===== config.mk =====
export PLATFORM = sky130hd
export DESIGN_NAME = tx_mac_pack
export DESIGN_NICKNAME = d
export VERILOG_FILES = /design/src/rtl/tx_mac_pack.sv
export SDC_FILE = /design/constraint.sdc
export NUM_CORES = 1
export LEC_CHECK = 0
export CAP_MARGIN = 15
export CORE_UTILIZATION = 33
export CTS_CLUSTER_DIAMETER = 30
export CTS_CLUSTER_SIZE = 28
export DETAILED_ROUTE_END_ITERATION = 6
export GPL_TIMING_DRIVEN = 0
export PLACE_DENSITY_LB_ADDON = 0.3
export SLEW_MARGIN = 20
export SYNTH_ARGS = -nofsm -noshare
export SYNTH_HDL_FRONTEND = slang
export SYNTH_SLANG_ARGS = --single-unit

===== constraint.sdc =====
create_clock -name clk -period 2.02 [get_ports clk]
set_input_delay 0.404 -clock clk [delete_from_list [all_inputs] [get_ports clk]]
set_output_delay 0.404 -clock clk [all_outputs]
set_load 0.005 [all_outputs]

===== src/rtl/tx_mac_pack.sv =====
// Ethernet TX framer: arbitrates the ARP and IP payload streams and prepends a
// 4-word MAC header (dst MAC, src MAC, ethertype) to each granted frame.
module tx_mac_pack #(
  parameter int DATA_W = 32,
  parameter int MAC_W  = 48
) (
  input  logic              clk,
  input  logic              rst_n,
  input  logic [MAC_W-1:0]  cfg_mac_local,
  input  logic [MAC_W-1:0]  cfg_mac_pc,
  input  logic [DATA_W-1:0] ip_data,
  input  logic              ip_vld,
  input  logic              ip_sop,
  input  logic              ip_eop,
  input  logic [1:0]        ip_mod,
  output logic              ip_rdy,
  input  logic [DATA_W-1:0] arp_data,
  input  logic              arp_vld,
  input  logic              arp_sop,
  input  logic              arp_eop,
  input  logic [1:0]        arp_mod,
  output logic              arp_rdy,
  output logic [DATA_W-1:0] tx_data,
  output logic              tx_vld,
  output logic              tx_sop,
  output logic              tx_eop,
  output logic [1:0]        tx_mod,
  input  logic              tx_rdy,
  output logic              flag_drop
);

  typedef enum logic [1:0] {S_IDLE, S_HEAD, S_DATA} state_t;

  localparam logic [15:0] TYPE_ARP = 16'h0806;
  localparam logic [15:0] TYPE_IP  = 16'h0800;

  state_t            state, state_nxt;
  logic [1:0]        hdr_cnt;
  logic              rr_last_arp;
  logic              sel_arp;
  logic [MAC_W-1:0]  dst_q, src_q;

  logic              load;
  logic              req_ip, req_arp, orphan_ip, orphan_arp;
  logic              grant, grant_arp;
  logic [MAC_W-1:0]  grant_dst;
  logic [15:0]       grant_type, sel_type;
  logic [DATA_W-1:0] pay_data;
  logic              pay_vld, pay_eop, pay_acc;
  logic [1:0]        pay_mod;

  // Header layout assumes 32-bit words carrying a 48-bit MAC.
  function automatic logic [DATA_W-1:0] hdr_word(input logic [1:0]       idx,
                                                 input logic [MAC_W-1:0] dst,
                                                 input logic [MAC_W-1:0] src,
                                                 input logic [15:0]      etype);
    logic [31:0] w;
    case (idx)
      2'd0:    w = {16'h0000, dst[47:32]};
      2'd1:    w = dst[31:0];
      2'd2:    w = src[47:16];
      default: w = {src[15:0], etype};
    endcase
    return DATA_W'(w);
  endfunction

  assign load       = !tx_vld || tx_rdy;
  assign req_ip     = ip_vld && ip_sop;
  assign req_arp    = arp_vld && arp_sop;
  assign orphan_ip  = ip_vld && !ip_sop;
  assign orphan_arp = arp_vld && !arp_sop;

  // ARP with an unknown peer is broadcast; IP always goes to the peer.
  assign grant_dst  = (grant_arp && cfg_mac_pc == '0) ? '1 : cfg_mac_pc;
  assign grant_type = grant_arp ? TYPE_ARP : TYPE_IP;
  assign sel_type   = sel_arp ? TYPE_ARP : TYPE_IP;

  assign pay_data = sel_arp ? arp_data : ip_data;
  assign pay_vld  = sel_arp ? arp_vld  : ip_vld;
  assign pay_eop  = sel_arp ? arp_eop  : ip_eop;
  assign pay_mod  = sel_arp ? arp_mod  : ip_mod;
  assign pay_acc  = (state == S_DATA) && load && pay_vld;

  // NOTE: sequential state uses non-blocking assignments so every flop samples
  // pre-edge values; blocking here would create order-dependent simulation.
  always_ff @(posedge clk or negedge rst_n) begin
    if (!rst_n) state <= S_IDLE;
    else        state <= state_nxt;
  end

  // NOTE: every variable written in a combinational block gets a default first,
  // otherwise an unassigned path infers a latch.
  always_comb begin
    state_nxt = state;
    case (state)
      S_IDLE:  if (grant) state_nxt = S_HEAD;
      S_HEAD:  if (load && hdr_cnt == 2'd3) state_nxt = S_DATA;
      S_DATA:  if (pay_acc && pay_eop) state_nxt = S_IDLE;
      default: state_nxt = S_IDLE;
    endcase
  end

  always_comb begin
    ip_rdy    = 1'b0;
    arp_rdy   = 1'b0;
    flag_drop = 1'b0;
    grant     = 1'b0;
    grant_arp = 1'b0;
    case (state)
      S_IDLE: begin
        // Orphan words (no sop) are swallowed; sop requests wait for a grant.
        ip_rdy    = orphan_ip;
        arp_rdy   = orphan_arp;
        flag_drop = orphan_ip || orphan_arp;
        grant     = req_ip || req_arp;
        grant_arp = req_arp && (!req_ip || !rr_last_arp);
      end
      S_DATA: begin
        ip_rdy  = !sel_arp && load;
        arp_rdy = sel_arp && load;
      end
      default: ;
    endcase
    if (!rst_n) begin
      ip_rdy    = 1'b0;
      arp_rdy   = 1'b0;
      flag_drop = 1'b0;
    end
  end

  always_ff @(posedge clk or negedge rst_n) begin
    if (!rst_n) begin
      hdr_cnt     <= '0;
      rr_last_arp <= 1'b0;
      sel_arp     <= 1'b0;
      dst_q       <= '0;
      src_q       <= '0;
      tx_data     <= '0;
      tx_vld      <= 1'b0;
      tx_sop      <= 1'b0;
      tx_eop      <= 1'b0;
      tx_mod      <= '0;
    end else begin
      if (grant) begin
        sel_arp     <= grant_arp;
        rr_last_arp <= grant_arp;
        dst_q       <= grant_dst;
        src_q       <= cfg_mac_local;
      end
      if (load) begin
        case (state)
          S_IDLE: begin
            // W0 goes out on the grant edge itself to meet the one-cycle latency.
            if (grant) begin
              tx_data <= hdr_word(2'd0, grant_dst, cfg_mac_local, grant_type);
              tx_vld  <= 1'b1;
              tx_sop  <= 1'b1;
              tx_eop  <= 1'b0;
              tx_mod  <= '0;
              hdr_cnt <= 2'd1;
            end else begin
              tx_vld  <= 1'b0;
            end
          end
          S_HEAD: begin
            tx_data <= hdr_word(hdr_cnt, dst_q, src_q, sel_type);
            tx_vld  <= 1'b1;
            tx_sop  <= (hdr_cnt == 2'd0);
            tx_eop  <= 1'b0;
            tx_mod  <= '0;
            hdr_cnt <= hdr_cnt + 2'd1;
          end
          S_DATA: begin
            if (pay_vld) begin
              tx_data <= pay_data;
              tx_vld  <= 1'b1;
              tx_sop  <= 1'b0;
              tx_eop  <= pay_eop;
              tx_mod  <= pay_eop ? pay_mod : 2'd0;
            end else begin
              tx_vld  <= 1'b0;
            end
          end
          default: tx_vld <= 1'b0;
        endcase
      end
    end
  end

endmodule


---- Yosys cells after proc, flatten, opt, wreduce, memory -nomap -nowiden ----
Cells that the tools add are included.
operators by class
  equal/unequal tests ..................... 9
  reduce and logical (&&, ||, !) cells .... 29
  mux-type cells .......................... 36
  $add $sub $neg .......................... 1
operators with widths
  operator               number
  $pmux W32 S3           2
  $mux W32               3
  $logic_not A48 Y1      1
  $mux W48               1
  $mux W1                14
  $mux W2                7
  $logic_and A1 B1 Y1    12
  $pmux W2 S3            2
  $pmux W1 S3            3
  $eq A2 B2 Y1 const B   3
  $ne A2 B2 Y1 const B   3
  $reduce_and A3 Y1      2
  $logic_not A1 Y1       5
  $eq A2 B1 Y1 const B   2
  $logic_not A2 Y1       2
  $logic_or A1 B1 Y1     4
  $pmux W1 S2            2
  $pmux W2 S2            1
  $reduce_and A4 Y1      1
  $mux W3                1
  $reduce_bool A3 Y1     1
  $add A2 B1 Y2 const B  1
  $ne A2 B1 Y1 const B   1
  $reduce_bool A2 Y1     1
storage, ports and cells
  word-level logic and storage cells ...... 85
  output and inout bits ................... 40
  bits in registers ....................... 138
  input port bits ......................... 173

---- Longest topological paths before layout ----
Gate-level depths: netlist (run 1).
  word-level depth ........................ 9
  gate-level depth with buffers ........... 10
  gate-level depth less buffers ........... 7

---- Worst setup path after synthesis (run 1) ----
OpenSTA, ideal clock, no wires.
  kind .................................... flip-flop to flip-flop
  from .................................... register state[0]
  to ...................................... register dst_q[0]
  setup slack ............................. 0.004 ns
  stages on the path, launching flop included .. 9
  path buffers ............................ 4
  library setup time ...................... 0.065 ns
  data required time ...................... 1.955 ns
  arrival time ............................ 1.950 ns
  cells stage by stage .................... dfrtp_1 > inv_1 > ha_1 > clkbuf_1 > nor2b_1 > buf_2 > buf_1 > clkbuf_1 > o22a_1
between the ends
  cells in the longest elaborated chain, start to end .. 4
ends and longest elaborated chain
  what                    RTL line  RTL
  start, declared         37        state_t state, state_nxt;
  start signal, assigned  88        else state <= state_nxt;
  $logic_not A2 Y1 (*)    109       case (state)
  $mux W1                 109
  $logic_and A1 B1 Y1     74        assign grant_dst = (grant_arp && cfg_mac_pc == '0) ? '1 : cfg_mac_pc;
  $mux W48                74
  end signal, assigned    147       dst_q <= grant_dst;
  end, declared           41        logic [MAC_W-1:0] dst_q, src_q;
Mark *: on every way between the ends. The rest lies on a longest branch, timed or not.
A chain may end at the register's enable or synchronous reset.

---- Worst setup path after layout (run 1) ----
  from .................................... input cfg_mac_pc[3]
  to ...................................... register dst_q[7]
between the ends
  cells in the longest elaborated chain, start to end .. 3
ends and longest elaborated chain
  what                 RTL line  RTL
  start, declared      10        input logic [MAC_W-1:0] cfg_mac_pc,
  $logic_not A48 Y1    74
  $logic_and A1 B1 Y1  74
  $mux W48             74
No other way between the ends.

==> impl_metrics.yaml, run 1 <==
synth:
  synth-edff-count: 0
  ys_async_sr_fraction_pct: 100
  ys_seq_elements: 138
  yosys-top-cells-area: "dfrtp_1 (52%), mux2_2 (13%), o22a_1 (6.3%), a22oi_1 (3.9%), nand2_1 (3.3%)"
  muxShareOfSynthArea_pct: 14.2
  synthXorXnorAreaFrac_pct: 0
  synth_top_family_by_area: "compound AO/OA/AOI/OAI gates"
  ys_warn_count: 0
  synth.distinct_cells: 41
  yosys.area_share.simple_pct: 6.50
  synth_cells: 570
  yosysTopAreaCell: "dfrtp_1"
  ys_seq_area_share_pct: 51.6
  syn_area_um2: 6700
  synth_compound_area_share_pct: 21.8
  synthAdderAreaFrac_pct: 1.68
  synth_nets: 752
  synth_ff_type: "dfrtp_1"
  avgSynthCellArea_um2: 11.8
  synth_top_area_share_pct: 51.6
worst_setup_path:
  rrSetupSlack_ps: -10
  crit_type: "input pin to flop"
  critPathMaxFanout: 10
  cp.required_ps: 2380
  end_kind: "flop"
  worstSetupStartpoint: "cfg_mac_pc[3]"
  r2r_start: "state[1]$_DFFE_PN0P_"
  setup.worst_path.start_class: "input pin"
  arrival_ps: 2400
place:
  hpwl_mm: 16.8
  gp_congestion: 0.850
  postPlaceCellArea_um2: 9180
  numPortBuffers: 212
timing:
  fin_crit_ps: 2050
  fin_ws_ps: -28.0
  finalHoldViolations: 0
  max_slew.worst_pin.slew_ps: 625
  slew_headroom_pct: 58.3
  period_share_pct: 101
  skew_ps: 9.04
  fin_tns_setup_ps: -249
  fmax_mhz: 488
  slew_viol_final: 0
  rsz0062_at_grt: "true"
  final-setup-viol-count: 13
global_route:
  grt_usage_pct: 22.0
  antenna_found_initial: 3
  grt_pass1_vias: 5966
  grt_max_degree: 74
  grt_pass1_wl_mm: 33.9
  overflow: 0
pwr:
  power.total_w: 0.0160
  ir_drop_mv: 0.732
  power_leakage_nw: 4.13
  power.density_nw_per_um2: 1540
worst_hold_path:
  worstHoldStart: "cfg_mac_pc[10]"
  min_path_type: "input pin to flop"
floorplan:
  core_area_um2: 19700
  ios: 213
  die_h_um: 144
  rows: 51
  start_util_pct: 34.1
  die_area_um2: 20900
  dieWidth_um: 144
outcome:
  failed_checks: "setup timing"
  status: "finished, violations left"
detailed_routing:
  ant_nets: 0
  drtIter0Drc: 359
  met2_length_mm: 11.0
  drc: 0
  via_per_inst: 5.39
  wl_per_cell_um: 21.1
  maxUsedRoutingLayer: "met5"
  wl_met1_mm: 10.1
  routed_wl_mm: 23.1
  firstDrtPassIters: 5
  vias: 5917
  wl_met3_mm: 1.50
layout:
  final_core_util_pct: 52.9
  stdcell_area_um2: 10400
  nFillCells: 1823
  area_growth_syn_to_layout_pct: 55.3
  ff_latch_area_um2: 3450
  final_net_count: 999
  multi_input_area_um2: 3260
  layout-drive-gt1-share_pct: 26.3
clocking:
  cts.clk_slew.worst_paths_ps: 60
  insertion_delay_ps: 410
  cts.sinks: 138
  htree_levels: 4
  cts-root-buf: "clkbuf_16"
  cts_inserted_buffers: 17
  clockBufferDepth: 2
  cts_tree: "yes"
flow_run:
  drv_cap: 0
==> what timing repair did <==
action | CTS | global route
endpoints found under the setup margin | 137 | 131
pin swaps | 22 | 31
endpoints found under the hold margin | 65 | 36
gates cloned | 1 | 1
gates resized for setup | 100 | 53
buffers inserted | 12 | 1
==> power by group <==
part	switching, W	leakage [nW]	total [W]	internal (W)
Sequential	0.000804	1.61	0.00491	0.00411
Clock	0.00123	0.296	0.00325	0.00202
Combinational	0.00368	2.22	0.00785	0.00417
==> sequential cells by signal, indices dropped and copies added (netlist names) <==
register,count
dst_q,48
hdr_cnt,2
sel_arp,1
src_q,48
state,2
tx_data,32
tx_eop,1
tx_mod,2
tx_sop,1
tx_vld,1
==> cells by family after synthesis <==
kind of cell | count (synthesis)
AO/OA/AOI/OAI | 186
AND/OR/NAND/NOR | 92
flip-flops | 138
buffers and inverters | 60
multiplexers | 85
adder cells (fa/ha/maj) | 9
==> metrics by stage <==
step	setup slack [ps]	hold WS, ps	std cells
floorplan	4.46	108	570
global placement	-5290	461	1047
detailed placement	-798	401	1048
CTS	2.55	-46.7	1091
global route	-69.3	381	1096
finish	-28.0	372	1097
==> critical path, cell delays in order <==
cell and delay, ps:
clkdlybuf4s50_1 450, nor4_2 200, nand4_1 220, or4_4 610, nand2_4 100, buf_8 130
buf_8 140, o22a_1 140
==> routing by layer <==
layer  vias to the layer above  GRT usage, %
met5                         -             0
met4                         2          7.59
met3                        28          4.80
met2                       238          35.6
met1                      2944          29.0
li1                       2705             -
==> layout make-up <==
cell class	count	area share (%)
clock inverters	13	1.60
clock buffers	19	4.36
repair buffers	232	22.5
flip-flops and latches	138	33.2
plain buffers	47	3.37
well taps	265	3.19
diodes	2	0.0481
inverters	9	0.361
multi-input cells	372	31.4
==> cell usage after synthesis, drive strengths merged, types with 4 or more instances <==
cell type	n
a21oi	8
inv	9
o22a	48
nand4	4
a22oi	35
nor4	12
dfrtp	138
mux2	79
mux2i	6
o21ai	38
o2111ai	16
ha	9
buf	22
nand2	60
clkbuf	29
o221a	16
a222oi	13
==> cell usage in the layout, fill, tap and decap left out, types with 3 or more instances in the layout <==
cell	n
clkdlybuf4s50_1	175
dfrtp_1	137
mux2_2	79
nand2_1	58
o22a_1	48
a22oi_1	35
o21ai_0	35
dlygate4sd2_1	33
clkbuf_16	19
buf_4	18
o2111ai_1	16
o221a_4	14
a222oi_1	13
clkbuf_4	11
clkbuf_1	10
nor4_2	9
a21oi_1	8
clkbuf_2	7
inv_1	6
buf_8	6
mux2i_1	6
buf_2	6
ha_1	5
nand4_1	4
clkinvlp_4	4
buf_12	4
buf_6	3
nor4_4	3
o21ai_1	3
a21o_1	3
bufinv_16	3
clkinv_4	3
==> final timing paths <==
path	end	depth (start not counted)
setup / recovery	dst_q[7]$_DFFE_PN0P_	8
hold / removal	dst_q[10]$_DFFE_PN0P_	2
setup reg to reg	dst_q[7]$_DFFE_PN0P_	8
hold reg to reg	tx_data[16]$_DFFE_PN0P_	2
max in group asynchronous	src_q[37]$_DFFE_PN0P_	3
min in group asynchronous	state[1]$_DFFE_PN0P_	3
(Power assumes the default switching activity.)
==> run 2: changes to the inputs <==
Settings changed: CORE_MARGIN from default to 2, CTS_CLUSTER_DIAMETER 30 to 120.
==> impl_metrics.yaml, run 2 (synthesis results as in run 1) <==
outcome:
  status: "finished, violations left"
  failed_checks: "hold timing, setup timing"
detailed_routing:
  via_per_inst: 5.34
  drc: 0
  ant_nets: 0
  firstDrtPassIters: 7
  drtIter0Drc: 362
  routed_wl_mm: 23.1
  wl_per_cell_um: 21.0
  vias: 5870
worst_setup_path:
  r2r_start: "state[1]$_DFFE_PN0P_"
  worstSetupStartpoint: "state[1]$_DFFE_PN0P_"
  crit_chain: "inv_2 > ha_4 > nand4_1 > or4_4 > nand3b_4 > buf_12 > buf_8 > o221a_2"
  endpoint: "tx_data[14]$_DFFE_PN0P_"
  rrSetupSlack_ps: -100
  cp.buffers_inverters: 3
  r2r-end: "tx_data[14]$_DFFE_PN0P_"
  arrival_ps: 2490
  reg2regPathDepth: 8
  crit_type: "flop to flop"
  setup.worst_path.start_class: "flop"
  critPathMaxFanout: 5
  cp_slowest_cell: "or4_4"
  cp_num_cells: 8
  end_kind: "flop"
  cp.required_ps: 2390
  slowest_delay_ps: 580
  critPathTopFamily: "simple AND/OR/NAND/NOR gates"
layout:
  layout-drive-gt1-share_pct: 25.7
  final_cell_mix: "clkdlybuf4s50_1 (189), dfrtp_1 (137), mux2_2 (79)"
  final_net_count: 999
  layout_commonest_cell: "clkdlybuf4s50_1"
  reg_top3: "dst_q x48, src_q x48, tx_data x32"
  stdcell_area_um2: 10400
  ff_latch_area_um2: 3450
  multi_input_area_um2: 3210
  antenna_cells: 0
  area_growth_syn_to_layout_pct: 55.7
  fin_cells: 1100
  nFillCells: 1771
timing:
  skew_ps: 9.50
  slew_headroom_pct: 60.7
  max_slew.worst_pin.slew_ps: 589
  fmax_mhz: 471
  rsz0062_at_grt: "true"
  slew_viol_final: 0
  finalHoldViolations: 68
  fin_crit_ps: 2120
  final-setup-viol-count: 46
  fin_ws_ps: -104
  whs_ps: -134
  period_share_pct: 105
pwr:
  ir_drop_mv: 0.670
  power.density_nw_per_um2: 1550
  power_leakage_nw: 4.14
global_route:
  grt_usage_pct: 21.8
  overflow: 0
  antenna_found_initial: 0
  grt_pass1_vias: 6173
  grt_pass1_wl_mm: 35.5
  grt_max_degree: 71
place:
  postPlaceCellArea_um2: 9190
  gp_congestion: 0.829
  hpwl_mm: 16.8
  numPortBuffers: 212
  numPlacedInstances: 1053
  dpl_worst_slack_ps: -944
clocking:
  cts-root-buf: "clkbuf_16"
  cts_inserted_buffers: 17
  insertion_delay_ps: 430
  cts.sinks: 138
  clockBufferDepth: 2
  cts.clk_slew.worst_paths_ps: 60
  cts_tree: "yes"
  htree_levels: 4
floorplan:
  core_area_um2: 20100
  die_area_um2: 21500
  start_util_pct: 33.3
  dieWidth_um: 146
  die_h_um: 146
  rows: 52
  ios: 213
worst_hold_path:
  min_path_type: "input pin to async pin"
flow_run:
  drv_cap: 0
## run 2: final cells by class
class / count / area share (%)
flip-flops and latches: 138 / 33.1
multi-input cells: 372 / 30.8
repair buffers: 232 / 23.0
clock buffers: 22 / 4.55
plain buffers: 47 / 3.61
well taps: 270 / 3.24
clock inverters: 10 / 1.34
inverters: 9 / 0.360
## run 2: worst min path at each step
stage	slack, ps	endpoint	start	cells past startpoint
3_5_place_dp	390	tx_data[18]$_DFFE_PN0P_	rst_n	1
2_1_floorplan	110	dst_q[0]$_DFFE_PN0P_	rst_n	0
5_1_grt	-120	tx_data[18]$_DFFE_PN0P_	rst_n	1
6_report	-130	tx_data[17]$_DFFE_PN0P_	rst_n	1
4_1_cts	-120	tx_data[17]$_DFFE_PN0P_	rst_n	1
3_3_place_gp	460	tx_eop$_DFFE_PN0P_	tx_eop$_DFFE_PN0P_	2
## run 2: where the power goes
part | switching (W) | internal [W] | leakage [nW]
registers | 0.000803 | 0.00411 | 1.61
clock network | 0.00123 | 0.00204 | 0.293
logic | 0.00368 | 0.00432 | 2.23
total | 0.00571 | 0.0105 | 4.14
## run 2: per-layer routing
layer  global-route usage [%]  routed length (um)  vias to the layer above
met5                        0                   0                        -
met2                     36.1               11100                      229
met1                     27.9                9960                     2897
met4                     6.84                 453                        0
li1                         -                   -                     2709
met3                     5.88                1520                       35
## run 2: what timing repair did
action | 4_1_cts | 5_1_grt
pin swaps | 47 | 20
gates resized for setup | 104 | 44
gates cloned | 4 | 0
hold endpoints to repair | 68 | 68
setup buffers | 13 | 3
endpoints found under the setup margin | 137 | 125
## run 2: metrics by stage
step	setup TNS (ps)	utilization [%]	power, W	hold slack (ps)
final	-2730	51.9	0.0162	-134
after global routing	-5620	51.9	0.0171	-116
after CTS	-1800	51.3	0.0160	-124
after detailed placement	-82010	45.7	0.0116	392
after global placement	-824770	45.6	0.0115	461
after floorplan	0	-	0.00898	108
